`config.mk`:
```
export PLATFORM = sky130hd
export DESIGN_NAME = accel_poll_sequencer_flat
export DESIGN_NICKNAME = d
export VERILOG_FILES = /design/src/rtl/accel_poll_sequencer_pkg.sv /design/src/rtl/accel_poll_sequencer_if.sv /design/src/rtl/accel_poll_sequencer_sample_tick_gen.sv /design/src/rtl/accel_poll_sequencer.sv /design/src/flat_wrapper.sv
export SDC_FILE = /design/constraint.sdc
export NUM_CORES = 1
export LEC_CHECK = 0
export ABC_AREA = 1
export CORE_MARGIN = 3
export CORE_UTILIZATION = 35
export CTS_CLUSTER_SIZE = 28
export DETAILED_ROUTE_END_ITERATION = 16
export GPL_ROUTABILITY_DRIVEN = 0
export HOLD_SLACK_MARGIN = 0.02
export SLEW_MARGIN = 0
export SYNTH_ARGS = -nofsm -noshare
export SYNTH_HDL_FRONTEND = slang
export SYNTH_HIERARCHICAL = 1
export SYNTH_SLANG_ARGS = --single-unit
```
`constraint.sdc`:
```
create_clock -name clk -period 2.4 [get_ports clk]
set_clock_uncertainty 0.05 [all_clocks]
set_input_delay 0.48 -clock clk [delete_from_list [all_inputs] [get_ports clk]]
set_output_delay 0.48 -clock clk [all_outputs]
set_load 0.03 [all_outputs]
```
`src/rtl/accel_poll_sequencer_pkg.sv`:
```
// Shared types and tables for the G-sensor poll sequencer.
// Contents: sequencer state enum, sensor register addresses, configuration
// write table (register/data pairs) and the six-register read table.
package accel_pkg;

    typedef enum logic [2:0] {
        CFG_ISSUE,
        CFG_WAIT,
        IDLE,
        RD_ISSUE,
        RD_WAIT,
        PUBLISH
    } seq_state_e;

    localparam int unsigned NUM_CFG = 3;
    localparam int unsigned NUM_RD  = 6;

    localparam logic [7:0] REG_BW_RATE     = 8'h2C;
    localparam logic [7:0] REG_POWER_CTL   = 8'h2D;
    localparam logic [7:0] REG_DATA_FORMAT = 8'h31;
    localparam logic [7:0] REG_DATAX0      = 8'h32;

    // Full resolution +/-16 g, 100 Hz output rate, then enter measure mode.
    localparam logic [7:0] CFG_REG  [NUM_CFG] = '{REG_DATA_FORMAT, REG_BW_RATE, REG_POWER_CTL};
    localparam logic [7:0] CFG_DATA [NUM_CFG] = '{8'h0B, 8'h0A, 8'h08};

    // X0, X1, Y0, Y1, Z0, Z1 are consecutive registers.
    localparam logic [7:0] RD_REG [NUM_RD] = '{
        REG_DATAX0,        REG_DATAX0 + 8'd1, REG_DATAX0 + 8'd2,
        REG_DATAX0 + 8'd3, REG_DATAX0 + 8'd4, REG_DATAX0 + 8'd5
    };

endpackage

```
`src/rtl/accel_poll_sequencer_if.sv`:
```
// Command interface between the poll sequencer (master) and the i2c_controller
// (slave).
//   i2c_ready          controller can accept a command
//   i2c_comms_finished one-cycle completion pulse
//   i2c_read_data      read byte, valid with i2c_comms_finished
//   start_i2c_comms    one-cycle command strobe
//   dev_addr           7-bit device address
//   reg_addr/r_w/write_data  command payload, held from strobe until finished
interface accel_poll_sequencer_if;
    logic       i2c_ready;
    logic       i2c_comms_finished;
    logic [7:0] i2c_read_data;
    logic       start_i2c_comms;
    logic [6:0] dev_addr;
    logic [7:0] reg_addr;
    logic       r_w;
    logic [7:0] write_data;

    modport master (
        input  i2c_ready, i2c_comms_finished, i2c_read_data,
        output start_i2c_comms, dev_addr, reg_addr, r_w, write_data
    );

    modport slave (
        output i2c_ready, i2c_comms_finished, i2c_read_data,
        input  start_i2c_comms, dev_addr, reg_addr, r_w, write_data
    );
endinterface

```
`src/rtl/accel_poll_sequencer_sample_tick_gen.sv`:
```
// Free-running sample-rate divider.
//   clk, rst  clock, synchronous active-high reset
//   enable    counter runs while high, held at zero while low
//   tick      one-cycle pulse every PERIOD cycles; first pulse PERIOD cycles
//             after enable rises
module sample_tick_gen #(
    parameter int unsigned PERIOD = 2
) (
    input  logic clk,
    input  logic rst,
    input  logic enable,
    output logic tick
);
    localparam int unsigned   CW   = (PERIOD > 2) ? $clog2(PERIOD) : 1;
    localparam logic [CW-1:0] LAST = CW'(PERIOD - 1);

    logic [CW-1:0] cnt_q;
    logic          tick_q;

    // Wrap counter; the tick is registered off the wrap.
    always_ff @(posedge clk) begin
        if (rst || !enable) begin
            cnt_q  <= '0;
            tick_q <= 1'b0;
        end else if (cnt_q == LAST) begin
            cnt_q  <= '0;
            tick_q <= 1'b1;
        end else begin
            cnt_q  <= cnt_q + CW'(1);
            tick_q <= 1'b0;
        end
    end

    assign tick = tick_q;
endmodule

```
`src/rtl/accel_poll_sequencer.sv`:
```
// Configures the G-sensor through the i2c_controller, then polls its six
// data registers at SAMPLE_RATE_HZ and publishes signed X/Y/Z samples.
//   clk, rst        clock, synchronous active-high reset
//   i2c             master side of the i2c_controller command interface
//   accel_x/y/z     signed samples {DATAn1, DATAn0}
//   sample_valid    one-cycle pulse, all axes updated together
//   cfg_done        configuration table completed
//   busy            transaction outstanding (strobe through finished)
//   timeout_err     one-cycle pulse on transaction timeout
//   sample_overrun  one-cycle pulse when a tick hits an already pending tick
module accel_poll_sequencer
    import accel_pkg::*;
#(
    parameter int unsigned SYS_CLK_SPEED  = 50000000,
    parameter int unsigned SAMPLE_RATE_HZ = 100,
    parameter logic [6:0]  DEV_ADDR       = 7'h1D,
    parameter int unsigned TIMEOUT_CYCLES = 2000000
) (
    input  logic                   clk,
    input  logic                   rst,
    accel_poll_sequencer_if.master i2c,
    output logic [15:0]            accel_x,
    output logic [15:0]            accel_y,
    output logic [15:0]            accel_z,
    output logic                   sample_valid,
    output logic                   cfg_done,
    output logic                   busy,
    output logic                   timeout_err,
    output logic                   sample_overrun
);
    localparam int unsigned PERIOD = SYS_CLK_SPEED / SAMPLE_RATE_HZ;
    localparam int unsigned TW     = (TIMEOUT_CYCLES > 2) ? $clog2(TIMEOUT_CYCLES) : 1;

    seq_state_e       state_q;
    logic [2:0]       idx_q;
    logic [5:0][7:0]  rd_buf_q;
    logic [TW-1:0]    wait_cnt_q;
    logic             pending_q;
    logic             cfg_done_q;
    logic             sample_valid_q;
    logic             timeout_q;
    logic             overrun_q;
    logic [15:0]      accel_x_q, accel_y_q, accel_z_q;
    logic [7:0]       reg_addr_q, wdata_q;
    logic             r_w_q;

    logic             tick;
    logic             issue_c, wait_c, start_c, consume_c, timeout_hit_c;
    logic [7:0]       cmd_addr_c, cmd_wdata_c;

    sample_tick_gen #(.PERIOD(PERIOD)) u_tick (
        .clk    (clk),
        .rst    (rst),
        .enable (cfg_done_q),
        .tick   (tick)
    );

    // Command decode; the strobe must fire in the first ISSUE cycle with ready.
    always_comb begin
        issue_c       = (state_q == CFG_ISSUE) || (state_q == RD_ISSUE);
        wait_c        = (state_q == CFG_WAIT)  || (state_q == RD_WAIT);
        start_c       = issue_c && i2c.i2c_ready && !rst;
        consume_c     = (state_q == IDLE) && pending_q;
        timeout_hit_c = wait_c && !i2c.i2c_comms_finished &&
                        (wait_cnt_q == TW'(TIMEOUT_CYCLES - 1));
        cmd_addr_c    = RD_REG[idx_q];
        cmd_wdata_c   = 8'h00;
        if (state_q == CFG_ISSUE) begin
            cmd_addr_c  = CFG_REG[idx_q[1:0]];
            cmd_wdata_c = CFG_DATA[idx_q[1:0]];
        end
    end

    always_ff @(posedge clk) begin
        if (rst) begin
            state_q        <= CFG_ISSUE;
            idx_q          <= '0;
            rd_buf_q       <= '0;
            wait_cnt_q     <= '0;
            pending_q      <= 1'b0;
            cfg_done_q     <= 1'b0;
            sample_valid_q <= 1'b0;
            timeout_q      <= 1'b0;
            overrun_q      <= 1'b0;
            accel_x_q      <= '0;
            accel_y_q      <= '0;
            accel_z_q      <= '0;
            reg_addr_q     <= '0;
            wdata_q        <= '0;
            r_w_q          <= 1'b0;
        end else begin
            sample_valid_q <= 1'b0;
            timeout_q      <= 1'b0;
            overrun_q      <= 1'b0;

            // One-deep tick queue; a tick coinciding with consumption re-arms it.
            if (consume_c) begin
                pending_q <= tick;
            end else if (tick) begin
                if (pending_q) begin
                    overrun_q <= 1'b1;
                end else begin
                    pending_q <= 1'b1;
                end
            end

            // Payload is captured on the strobe and held through the wait.
            if (start_c) begin
                reg_addr_q <= cmd_addr_c;
                wdata_q    <= cmd_wdata_c;
                r_w_q      <= (state_q == RD_ISSUE);
                wait_cnt_q <= '0;
            end else if (wait_c) begin
                wait_cnt_q <= wait_cnt_q + TW'(1);
            end

            case (state_q)
                CFG_ISSUE: if (start_c) state_q <= CFG_WAIT;
                CFG_WAIT: begin
                    if (i2c.i2c_comms_finished) begin
                        if (idx_q == 3'(NUM_CFG - 1)) begin
                            cfg_done_q <= 1'b1;
                            idx_q      <= '0;
                            state_q    <= IDLE;
                        end else begin
                            idx_q   <= idx_q + 3'd1;
                            state_q <= CFG_ISSUE;
                        end
                    end
                end
                IDLE: begin
                    if (pending_q) begin
                        idx_q   <= '0;
                        state_q <= RD_ISSUE;
                    end
                end
                RD_ISSUE: if (start_c) state_q <= RD_WAIT;
                RD_WAIT: begin
                    if (i2c.i2c_comms_finished) begin
                        rd_buf_q[idx_q] <= i2c.i2c_read_data;
                        if (idx_q == 3'(NUM_RD - 1)) begin
                            state_q <= PUBLISH;
                        end else begin
                            idx_q   <= idx_q + 3'd1;
                            state_q <= RD_ISSUE;
                        end
                    end
                end
                PUBLISH: begin
                    accel_x_q      <= {rd_buf_q[1], rd_buf_q[0]};
                    accel_y_q      <= {rd_buf_q[3], rd_buf_q[2]};
                    accel_z_q      <= {rd_buf_q[5], rd_buf_q[4]};
                    sample_valid_q <= 1'b1;
                    idx_q          <= '0;
                    state_q        <= IDLE;
                end
                default: state_q <= CFG_ISSUE;
            endcase

            // Abort restarts from configuration; published axes are kept.
            if (timeout_hit_c) begin
                timeout_q  <= 1'b1;
                cfg_done_q <= 1'b0;
                pending_q  <= 1'b0;
                idx_q      <= '0;
                state_q    <= CFG_ISSUE;
            end
        end
    end

    assign i2c.start_i2c_comms = start_c;
    assign i2c.dev_addr        = DEV_ADDR;
    assign i2c.reg_addr        = start_c ? cmd_addr_c : reg_addr_q;
    assign i2c.write_data      = start_c ? cmd_wdata_c : wdata_q;
    assign i2c.r_w             = start_c ? (state_q == RD_ISSUE) : r_w_q;

    assign accel_x        = accel_x_q;
    assign accel_y        = accel_y_q;
    assign accel_z        = accel_z_q;
    assign sample_valid   = sample_valid_q;
    assign cfg_done       = cfg_done_q;
    assign busy           = start_c || wait_c;
    assign timeout_err    = timeout_q;
    assign sample_overrun = overrun_q;
endmodule

```
`src/flat_wrapper.sv`:
```
// flat-port wrapper written by rule: the top's interface ports become plain ports
module accel_poll_sequencer_flat import accel_pkg::*;
#(
    parameter int unsigned SYS_CLK_SPEED  = 50000000,
    parameter int unsigned SAMPLE_RATE_HZ = 100,
    parameter logic [6:0]  DEV_ADDR       = 7'h1D,
    parameter int unsigned TIMEOUT_CYCLES = 2000000
)
  (clk, rst, accel_x, accel_y, accel_z, sample_valid, cfg_done, busy, timeout_err, sample_overrun, i2c_i2c_ready, i2c_i2c_comms_finished, i2c_i2c_read_data, i2c_start_i2c_comms, i2c_dev_addr, i2c_reg_addr, i2c_r_w, i2c_write_data);
  accel_poll_sequencer_if i2c_i ();
  input  logic clk;
  input  logic rst;
  output logic [15:0] accel_x;
  output logic [15:0] accel_y;
  output logic [15:0] accel_z;
  output logic sample_valid;
  output logic cfg_done;
  output logic busy;
  output logic timeout_err;
  output logic sample_overrun;
  input wire logic [$bits(i2c_i.i2c_ready)-1:0] i2c_i2c_ready;
  input wire logic [$bits(i2c_i.i2c_comms_finished)-1:0] i2c_i2c_comms_finished;
  input wire logic [$bits(i2c_i.i2c_read_data)-1:0] i2c_i2c_read_data;
  output wire logic [$bits(i2c_i.start_i2c_comms)-1:0] i2c_start_i2c_comms;
  output wire logic [$bits(i2c_i.dev_addr)-1:0] i2c_dev_addr;
  output wire logic [$bits(i2c_i.reg_addr)-1:0] i2c_reg_addr;
  output wire logic [$bits(i2c_i.r_w)-1:0] i2c_r_w;
  output wire logic [$bits(i2c_i.write_data)-1:0] i2c_write_data;
  assign i2c_i.i2c_ready = i2c_i2c_ready;
  assign i2c_i.i2c_comms_finished = i2c_i2c_comms_finished;
  assign i2c_i.i2c_read_data = i2c_i2c_read_data;
  assign i2c_start_i2c_comms = i2c_i.start_i2c_comms;
  assign i2c_dev_addr = i2c_i.dev_addr;
  assign i2c_reg_addr = i2c_i.reg_addr;
  assign i2c_r_w = i2c_i.r_w;
  assign i2c_write_data = i2c_i.write_data;
  accel_poll_sequencer #(.SYS_CLK_SPEED(SYS_CLK_SPEED), .SAMPLE_RATE_HZ(SAMPLE_RATE_HZ), .DEV_ADDR(DEV_ADDR), .TIMEOUT_CYCLES(TIMEOUT_CYCLES)) u_core (.clk(clk), .rst(rst), .i2c(i2c_i), .accel_x(accel_x), .accel_y(accel_y), .accel_z(accel_z), .sample_valid(sample_valid), .cfg_done(cfg_done), .busy(busy), .timeout_err(timeout_err), .sample_overrun(sample_overrun));
endmodule
```
==> flow_summary.toml <==
[global_routing]
grt_antenna_before_repair = 0
grt_max_degree = 98
track_usage_pct = 14.3
grt_pass1_wl_um = 25800
grt_overflow_total = 0
first_global_vias = 5250

[critical_path]
arrival_ps = 1740
cp_slowest_stage_delay_ps = 380
startpoint = "u_core/state_q[1]$_SDFFE_PP0P_"
cp.required_ps = 1870
startpoint_type = "register"
crit_path_cell_trace = "nor2_8 > nand2_4 > nand2_4 > nand3_4 > buf_6 > nand2_1 > inv_1 > nor2_1 > buf_4"
worst_setup_path_end_kind = "output port"
critPathKind = "reg2out"
r2r_end = "u_core/rd_buf_q[34]$_SDFFE_PP0P_"
critPathMaxFanout = 11
rr_startpoint = "u_core/state_q[1]$_SDFFE_PP0P_"
crit_path_frequent_cell = "nand2_4"
r2r_slack_ps = 650
rr_worst_depth = 8
crit_end = "i2c_r_w"
slowest_stage = "dfxtp_4"

[clocking]
cts_hold_buf = 0
clockRootBuffer = "clkbuf_16"
htreeDepth = 4
ctsLongestPathBuffers = 2
cts_sinks = 165
clk_pin_slew_ps = 70
tritoncts = "done"
cts_buffers = 17
insertion_delay_ps = 420

[sta]
fin_tns_setup_ps = 0
worstMarginPinSlew_ps = 765
fin_crit_sh_pct = 94.7
finalMaxSlewViolations = 0
hold_viol_final = 0
finalSetupViolCount = 0
min_period_ps = 2270
maxSlewHeadroom_pct = 49.0
max_freq_mhz = 440

[worst_hold_path]
worstHoldStart = "u_core/accel_y[6]$_SDFFE_PP0P_"
hp-class = "reg2reg"

[logic_synthesis]
synth_cells = 926
netlist_area_mm2 = 0.00696
yosys_warnings = 6
ys_top_cells_by_area = "dfxtp_1 (47%), nor2_1 (9.4%), o21ai_0 (7.8%)"
yosysTopAreaCell = "dfxtp_1"
yosysUniqueCellTypes = 39
ys_seq_area_share_pct = 47.4
async_flop_share_pct = 0
synth_edf_count = 0
postSynthAreaPerCell_um2 = 7.52
yosys.area.top_type_share_pct = 47.4
synth_seq_cells = 165
synthFlopType = "dfxtp_1"

[job]
maxCapViolCount = 0

[pwr]
peakVddDrop_mv = 0.469
power_density_mw_per_mm2 = 788
p_leak_nw = 3.22
total_power_mw = 6.78

[detailed_routing]
detail_route.vias_per_cell = 4.56
vias = 5840
drt_iter0_markers = 359
detail-route-antenna-nets = 0
wl_per_cell_um = 12.1
route.detailed.drc = 0
dr.pass1.iters = 5
drt-total-wl_um = 15400

[final_layout]
diodes = 0
layout.nets = 1025
finish.utilization_pct = 45.0
drive_above_1_share_pct = 12.2
design_area_mm2 = 0.00861
syn2layout_area_growth_pct = 23.6

[floorplan]
die_area_mm2 = 0.0216
start_util_pct = 36.4
core-area_mm2 = 0.0191
io_pins = 90
die_x_um = 147
rows = 50
die_h_um = 147

[outcome]
status = "finished clean"

[placement]
dp_hpwl_um = 10600
portBuffers = 82
dpl_cell_area_mm2 = 0.00794
worst max-delay path: cells and delay by family, from the launching register on:
family	cells	cell delay (ps)
buffers and inverters	3	380
flip-flops	1	380
AND/OR/NAND/NOR	6	550
flip-flops by register name, summed over array words and instances, names as in the netlist:
register and flops:
u_core/accel_x 16, u_core/accel_y 16, u_core/accel_z 16, u_core/cfg_done 1, u_core/idx_q 3, u_core/pending_q 1, u_core/r_w_q 1, u_core/rd_buf_q 48
u_core/reg_addr_q 8, u_core/sample_overrun 1, u_core/sample_valid 1, u_core/state_q 3, u_core/timeout_err 1, u_core/u_tick/cnt_q 19, u_core/u_tick/tick 1, u_core/wait_cnt_q 21
u_core/wdata_q 8
worst min-delay path by stage:
stage               cells past startpoint                                end  slack [ps]
floorplan                               1  u_core/u_tick/cnt_q[0]$_SDFF_PP0_         370
global placement                        2    u_core/accel_z[14]$_SDFFE_PP0P_         380
detailed placement                      2     u_core/accel_y[6]$_SDFFE_PP0P_         390
CTS                                     2    u_core/accel_z[15]$_SDFFE_PP0P_         400
global route                            2       u_core/wdata_q[7]$_SDFF_PP0_         410
finish                                  2     u_core/accel_y[6]$_SDFFE_PP0P_         390
synth_stat cells (8+ instances only):
cell type / number
inv_1: 109
nor2_1: 175
o21ai_0: 108
nand3_1: 40
xnor2_1: 9
clkbuf_1: 17
dfxtp_1: 165
nand3_2: 8
inv_2: 12
nand2_1: 111
a21oi_1: 82
layout make-up:
class	instances	area [µm²]
Fill cell	1993	10500
Clock inverter	13	166
Inverter	122	470
Tap cell	260	325
Timing Repair Buffer	93	872
Sequential cell	165	3310
Clock buffer	19	443
Multi-Input combinational cell	608	3020
metal layers:
metal,vias to the layer above,global-route usage (%),part of all wire [%]
met3,8,3.58,3.7
met2,95,22.7,46
met5,-,0,0
li1,3092,-,-
met1,2645,19.5,50
met4,0,3.77,0.73
timing repair:
action	4_1_cts	5_1_grt
gates resized for setup	7	6
pin swaps	0	2
setup buffers	0	3
setup endpoints to repair	19	8
metrics by stage:
step | instances | hold WS [ps] | worst slack (ps)
after floorplan | 931 | 367 | 309
after global placement | 1245 | 382 | 119
after detailed placement | 1245 | 386 | 111
after CTS | 1277 | 396 | 8.63
after global routing | 1280 | 411 | -14.4
final | 1280 | 392 | 128
report_power, final:
group          leakage, nW  switching, mW  total, mW  internal, mW
combinational         1.59          0.738       1.11         0.376
clock                0.297           1.19       2.79          1.60
sequential            1.33         0.0575       2.87          2.81
total                 3.22           1.99       6.78          4.79
kinds of logic (layout without fill, tap and decap cells):
group	after synthesis	after routing	synth area share, %
buf+inv	158	247	9.81
compound gates	197	197	14.6
fa+ha+maj	6	6	1.08
other cells	2	7	0.108
simple gates	385	385	25.3
xor+xnor	13	13	1.63
flops	165	165	47.4
cell usage in the layout (no fill, tap or decap), types with 17 or more instances in the layout:
cell type and n:
nor2_1 174, dfxtp_1 162, nand2_1 111, o21ai_0 107, inv_1 106, a21oi_1 82
clkdlybuf4s50_1 63, nand3_1 40, buf_4 28, clkbuf_16 17
No activity file was read; power rests on OpenSTA's default activity.
==> RTL edit 1: new RTL, same settings <==
`TIMEOUT_CYCLES` is set to 2000000 in 2 places; all go to 1000000.
--- a/src/rtl/accel_poll_sequencer.sv
+++ b/src/rtl/accel_poll_sequencer.sv
@@ -14,7 +14,7 @@
     parameter int unsigned SYS_CLK_SPEED  = 50000000,
     parameter int unsigned SAMPLE_RATE_HZ = 100,
     parameter logic [6:0]  DEV_ADDR       = 7'h1D,
-    parameter int unsigned TIMEOUT_CYCLES = 2000000
+    parameter int unsigned TIMEOUT_CYCLES = 1000000
 ) (
     input  logic                   clk,
     input  logic                   rst,
--- a/src/flat_wrapper.sv
+++ b/src/flat_wrapper.sv
@@ -4,7 +4,7 @@
     parameter int unsigned SYS_CLK_SPEED  = 50000000,
     parameter int unsigned SAMPLE_RATE_HZ = 100,
     parameter logic [6:0]  DEV_ADDR       = 7'h1D,
-    parameter int unsigned TIMEOUT_CYCLES = 2000000
+    parameter int unsigned TIMEOUT_CYCLES = 1000000
 )
   (clk, rst, accel_x, accel_y, accel_z, sample_valid, cfg_done, busy, timeout_err, sample_overrun, i2c_i2c_ready, i2c_i2c_comms_finished, i2c_i2c_read_data, i2c_start_i2c_comms, i2c_dev_addr, i2c_reg_addr, i2c_r_w, i2c_write_data);
   accel_poll_sequencer_if i2c_i ();
Function: no difference found for any inputs over 10 cycles, from zero or initial values and one cycle with rst high; that may be too few to reach the edited logic, so the function may still have changed.
==> RTL edit 1 against the original RTL <==
Combinational power increased by 71%; synthesized area shrank 1.1%; routed wire length increased by 0.60%; total power grew 11%; sequential cell count decreased by 1; largest cell class unchanged; highest routed layer unchanged; worst setup slack worse by 0.077 ns; sequential share of layout area increased by 0.41 points; design area down 1.5%; critical path type unchanged; register-to-register slack worse by 0.06 ns.
==> RTL edit 1: results (changes against the original RTL) <==
result of the run=completed (unchanged); met1 global-route usage=19.62% (was 19.50%); minimum hold slack=0.3916 ns (was 0.3920 ns); met3 track demand over resource=3.600% (was 3.578%); largest net degree at the start of global routing=97 (was 98); leading cell types by total area after synthesis=sky130_fd_sc_hd__dfxtp_1 48%, sky130_fd_sc_hd__nor2_1 9.8%, sky130_fd_sc_hd__o21ai_0 7.9% (was sky130_fd_sc_hd__dfxtp_1 47%, sky130_fd_sc_hd__nor2_1 9.4%, sky130_fd_sc_hd__o21ai_0 7.8%); Routed WL=15.53 mm (was 15.44 mm); Met1 Wirelength=7.548 mm (was 7.710 mm); vias in the first global route=5248 (was 5250); HP Start=u_core/accel_y[1]$_SDFFE_PP0P_ (was u_core/accel_y[6]$_SDFFE_PP0P_); net total in the final layout=1033 (was 1025); share of final-layout standard cells stronger than drive strength 1=10.71% (was 12.16%); met2 usage in global routing=22.81% (was 22.72%); number of library cell types mapped by synthesis=37 (was 39); met3 WL post-DR=669 um (was 566 um); XOR/XNOR Fraction of Synth Area=1.527% (was 1.635%); highest fanout seen on the critical path=15 (was 11); Synth Area in Compound Gates=14.70% (was 14.61%); Clock Power=2.52 mW (was 2.79 mW); mean instance size in the synthesized netlist=7.355 um2 (was 7.521 um2); minimum setup slack among reg-to-reg paths=0.59 ns (was 0.65 ns); sequential element share of the synthesized area=47.69% (was 47.43%); leakage power=3.223 nW (was 3.222 nW); number of placed instances, taps included=1254 (was 1245); Comb pwr share=25.3% (was 16.4%); number of violations reported at the end of detailed-routing iteration 0=274 (was 359)
-- RTL edit 1: worst max path at each step --
stage | start | to | slack [ns] | depth (start not counted)
6_report | u_core/state_q[0]$_SDFFE_PP0P_ | busy | 0.05 | 8
5_1_grt | u_core/state_q[0]$_SDFFE_PP0P_ | i2c_r_w | -0.07 | 9
4_1_cts | u_core/state_q[0]$_SDFFE_PP0P_ | i2c_r_w | 0.02 | 8
3_5_place_dp | rst | i2c_reg_addr[1] | 0.12 | 7
3_3_place_gp | rst | i2c_r_w | 0.13 | 8
2_1_floorplan | u_core/state_q[2]$_SDFFE_PP0P_ | i2c_reg_addr[3] | 0.29 | 7
-- RTL edit 1: area by class of cell --
class,count,area (um2)
Fill cell,1991,10550
Clock buffer,20,446.7
Timing Repair Buffer,91,869.6
Sequential cell,164,3296
Clock inverter,11,93.84
Inverter,124,469.2
Tap cell,260,325.3
Multi-Input combinational cell,617,2973
==> RTL edit 2: new RTL, same settings <==
Without the edit above. Make the reset (`rst`) asynchronous in one clocked block. Comments in the files are not updated.
--- a/src/rtl/accel_poll_sequencer.sv
+++ b/src/rtl/accel_poll_sequencer.sv
@@ -71,7 +71,7 @@
         end
     end
 
-    always_ff @(posedge clk) begin
+    always_ff @(posedge clk or posedge rst) begin
         if (rst) begin
             state_q        <= CFG_ISSUE;
             idx_q          <= '0;
Formal check against the unedited RTL: differs if rst is asserted again (counterexample within 4 cycles, from zero or initial values and one cycle with rst high); with rst held inactive, the same outputs for 4 cycles.
==> RTL edit 2 against the original RTL <==
Worst setup slack lost 0.036 ns; sequential cell count is the same; cell count is 0.70% lower; synthesized area increased by 6.9%; non-clock buffer count is 17 higher; design area rose by 8.4%; maximum frequency decreased by 1.6%; routed wire length rose by 6.3%; register-to-register slack got worse by 0.27 ns.
Power is not compared: it rests on default switching activity, and its combinational part moved more than twofold at a synthesized area within 25%.
==> RTL edit 2: results (changes against the original RTL) <==
result of the run=completed (unchanged); Worst setup endpoint=i2c_write_data[5] (was i2c_r_w); met1 global-route usage=20.80% (was 19.50%); slowest cell on the critical path=sky130_fd_sc_hd__dfrtp_1 (was sky130_fd_sc_hd__dfxtp_4); net total in the final layout=1006 (was 1025); met3 track demand over resource=3.356% (was 3.578%); vias in the first global route=5701 (was 5250); Top delay family on crit path=buffers and inverters (was simple AND/OR/NAND/NOR gates); detailed-route vias per instance=4.602 (was 4.563); sequential element share of the synthesized area=54.14% (was 47.43%); leading cell types by total area after synthesis=sky130_fd_sc_hd__dfrtp_1 49%, sky130_fd_sc_hd__nand2_1 10%, sky130_fd_sc_hd__o21ai_0 7.7% (was sky130_fd_sc_hd__dfxtp_1 47%, sky130_fd_sc_hd__nor2_1 9.4%, sky130_fd_sc_hd__o21ai_0 7.8%); number of violations reported at the end of detailed-routing iteration 0=381 (was 359); placed cell areas=8587 um2 (was 7941 um2); worst hold-check path type=in -> async (was reg -> reg); most common library cells after synthesis=203 x sky130_fd_sc_hd__nand2_1, 145 x sky130_fd_sc_hd__dfrtp_1, 121 x sky130_fd_sc_hd__inv_1 (was 175 x sky130_fd_sc_hd__nor2_1, 165 x sky130_fd_sc_hd__dfxtp_1, 111 x sky130_fd_sc_hd__nand2_1); mean instance size in the synthesized netlist=8.419 um2 (was 7.521 um2); wire length of the first global-routing pass=28.48 mm (was 25.79 mm); Top FF cell, synth=sky130_fd_sc_hd__dfrtp_1 (was sky130_fd_sc_hd__dfxtp_1); critical register-to-register path endpoint=u_core/state_q[0]$_DFFE_PP0P_ (was u_core/rd_buf_q[34]$_SDFFE_PP0P_); post-CTS resize count=14 (was 7); Arrival @ worst endpoint=1.78 ns (was 1.74 ns); met2 usage in global routing=22.69% (was 22.72%); number of placed instances, taps included=1233 (was 1245); number of cell instances on the worst register-to-register path=11 (was 8); net switching power=4.536 mW; final cell count without fillers=1271 (was 1280); met3 WL post-DR=788 um (was 566 um); Routed WL=16.42 mm (was 15.44 mm); aggregate global-route resource usage=14.77% (was 14.30%); number of fill cells=2034 (was 1993); total met2 wirelength after detailed routing=7.303 mm (was 7.051 mm); detailed placer's ending HPWL=11.53 mm (was 10.60 mm); crit-path max cell delay=0.40 ns (was 0.38 ns); r2r startpoint=u_core/wait_cnt_q[0]$_DFFE_PP0P_ (was u_core/state_q[1]$_SDFFE_PP0P_); highest metal layer with signal wires=met4 (unchanged); total setup buffers inserted after CTS=2 (was 0); Met1 Wirelength=8.045 mm (was 7.710 mm); slew at the pin closest to its max-slew limit=0.5075 ns (was 0.7650 ns); share of final-layout standard cells stronger than drive strength 1=13.39% (was 12.16%); origin of the worst setup path=u_core/state_q[2]$_DFFE_PP0P_ (was u_core/state_q[1]$_SDFFE_PP0P_)
RTL edit 2: changes by cell type after synthesis, moves of 10 or more:
| cell | change |
|---|---|
| sky130_fd_sc_hd__dfrtp_1 | +145 |
| sky130_fd_sc_hd__dfxtp_1 | -145 |
| sky130_fd_sc_hd__nand2_1 | +92 |
| sky130_fd_sc_hd__nor2_1 | -77 |
| sky130_fd_sc_hd__a21oi_1 | -64 |
| sky130_fd_sc_hd__inv_1 | +12 |
| sky130_fd_sc_hd__inv_2 | -11 |
| sky130_fd_sc_hd__clkbuf_1 | -10 |
RTL edit 2: metrics by stage:
stage          power, mW  hold slack (ns)  util [%]    TNS, ns
6_report           11.31           0.3807     45.37          0
4_1_cts            11.25           0.3700     44.81          0
5_1_grt            12.06           0.3881     45.37  -0.005074
3_3_place_gp       8.383           0.3963     41.77    -0.2827
3_5_place_dp       8.450           0.4062     41.77    -0.4623
2_1_floorplan      6.813           0.3798         -   -0.04946
RTL edit 2: worst min-delay path, delay by kind of cell:
kind	cells	cell delay, ns
buffers and inverters	3	0.74
RTL edit 2: logic make-up after synthesis:
logic type,after synthesis,share of synthesized area [%]
AND/OR/NAND/NOR,402,24.46
XOR/XNOR,11,1.295
flip-flops,165,54.14
other,2,0.1009
buffers and inverters,154,8.860
adder cells (fa/ha/maj),6,1.009
AO/OA/AOI/OAI,144,10.14
RTL edit 2: area by class of cell:
cell class | instances | area, um2 | share of cell area (%)
sequential | 165 | 4030 | 43.21
tap | 270 | 337.8 | 3.622
clock buffer | 18 | 439.2 | 4.708
inverter | 124 | 474.2 | 5.084
multi-input combinational | 570 | 2853 | 30.58
clock inverter | 14 | 151.4 | 1.623
timing repair buffer | 110 | 1042 | 11.17
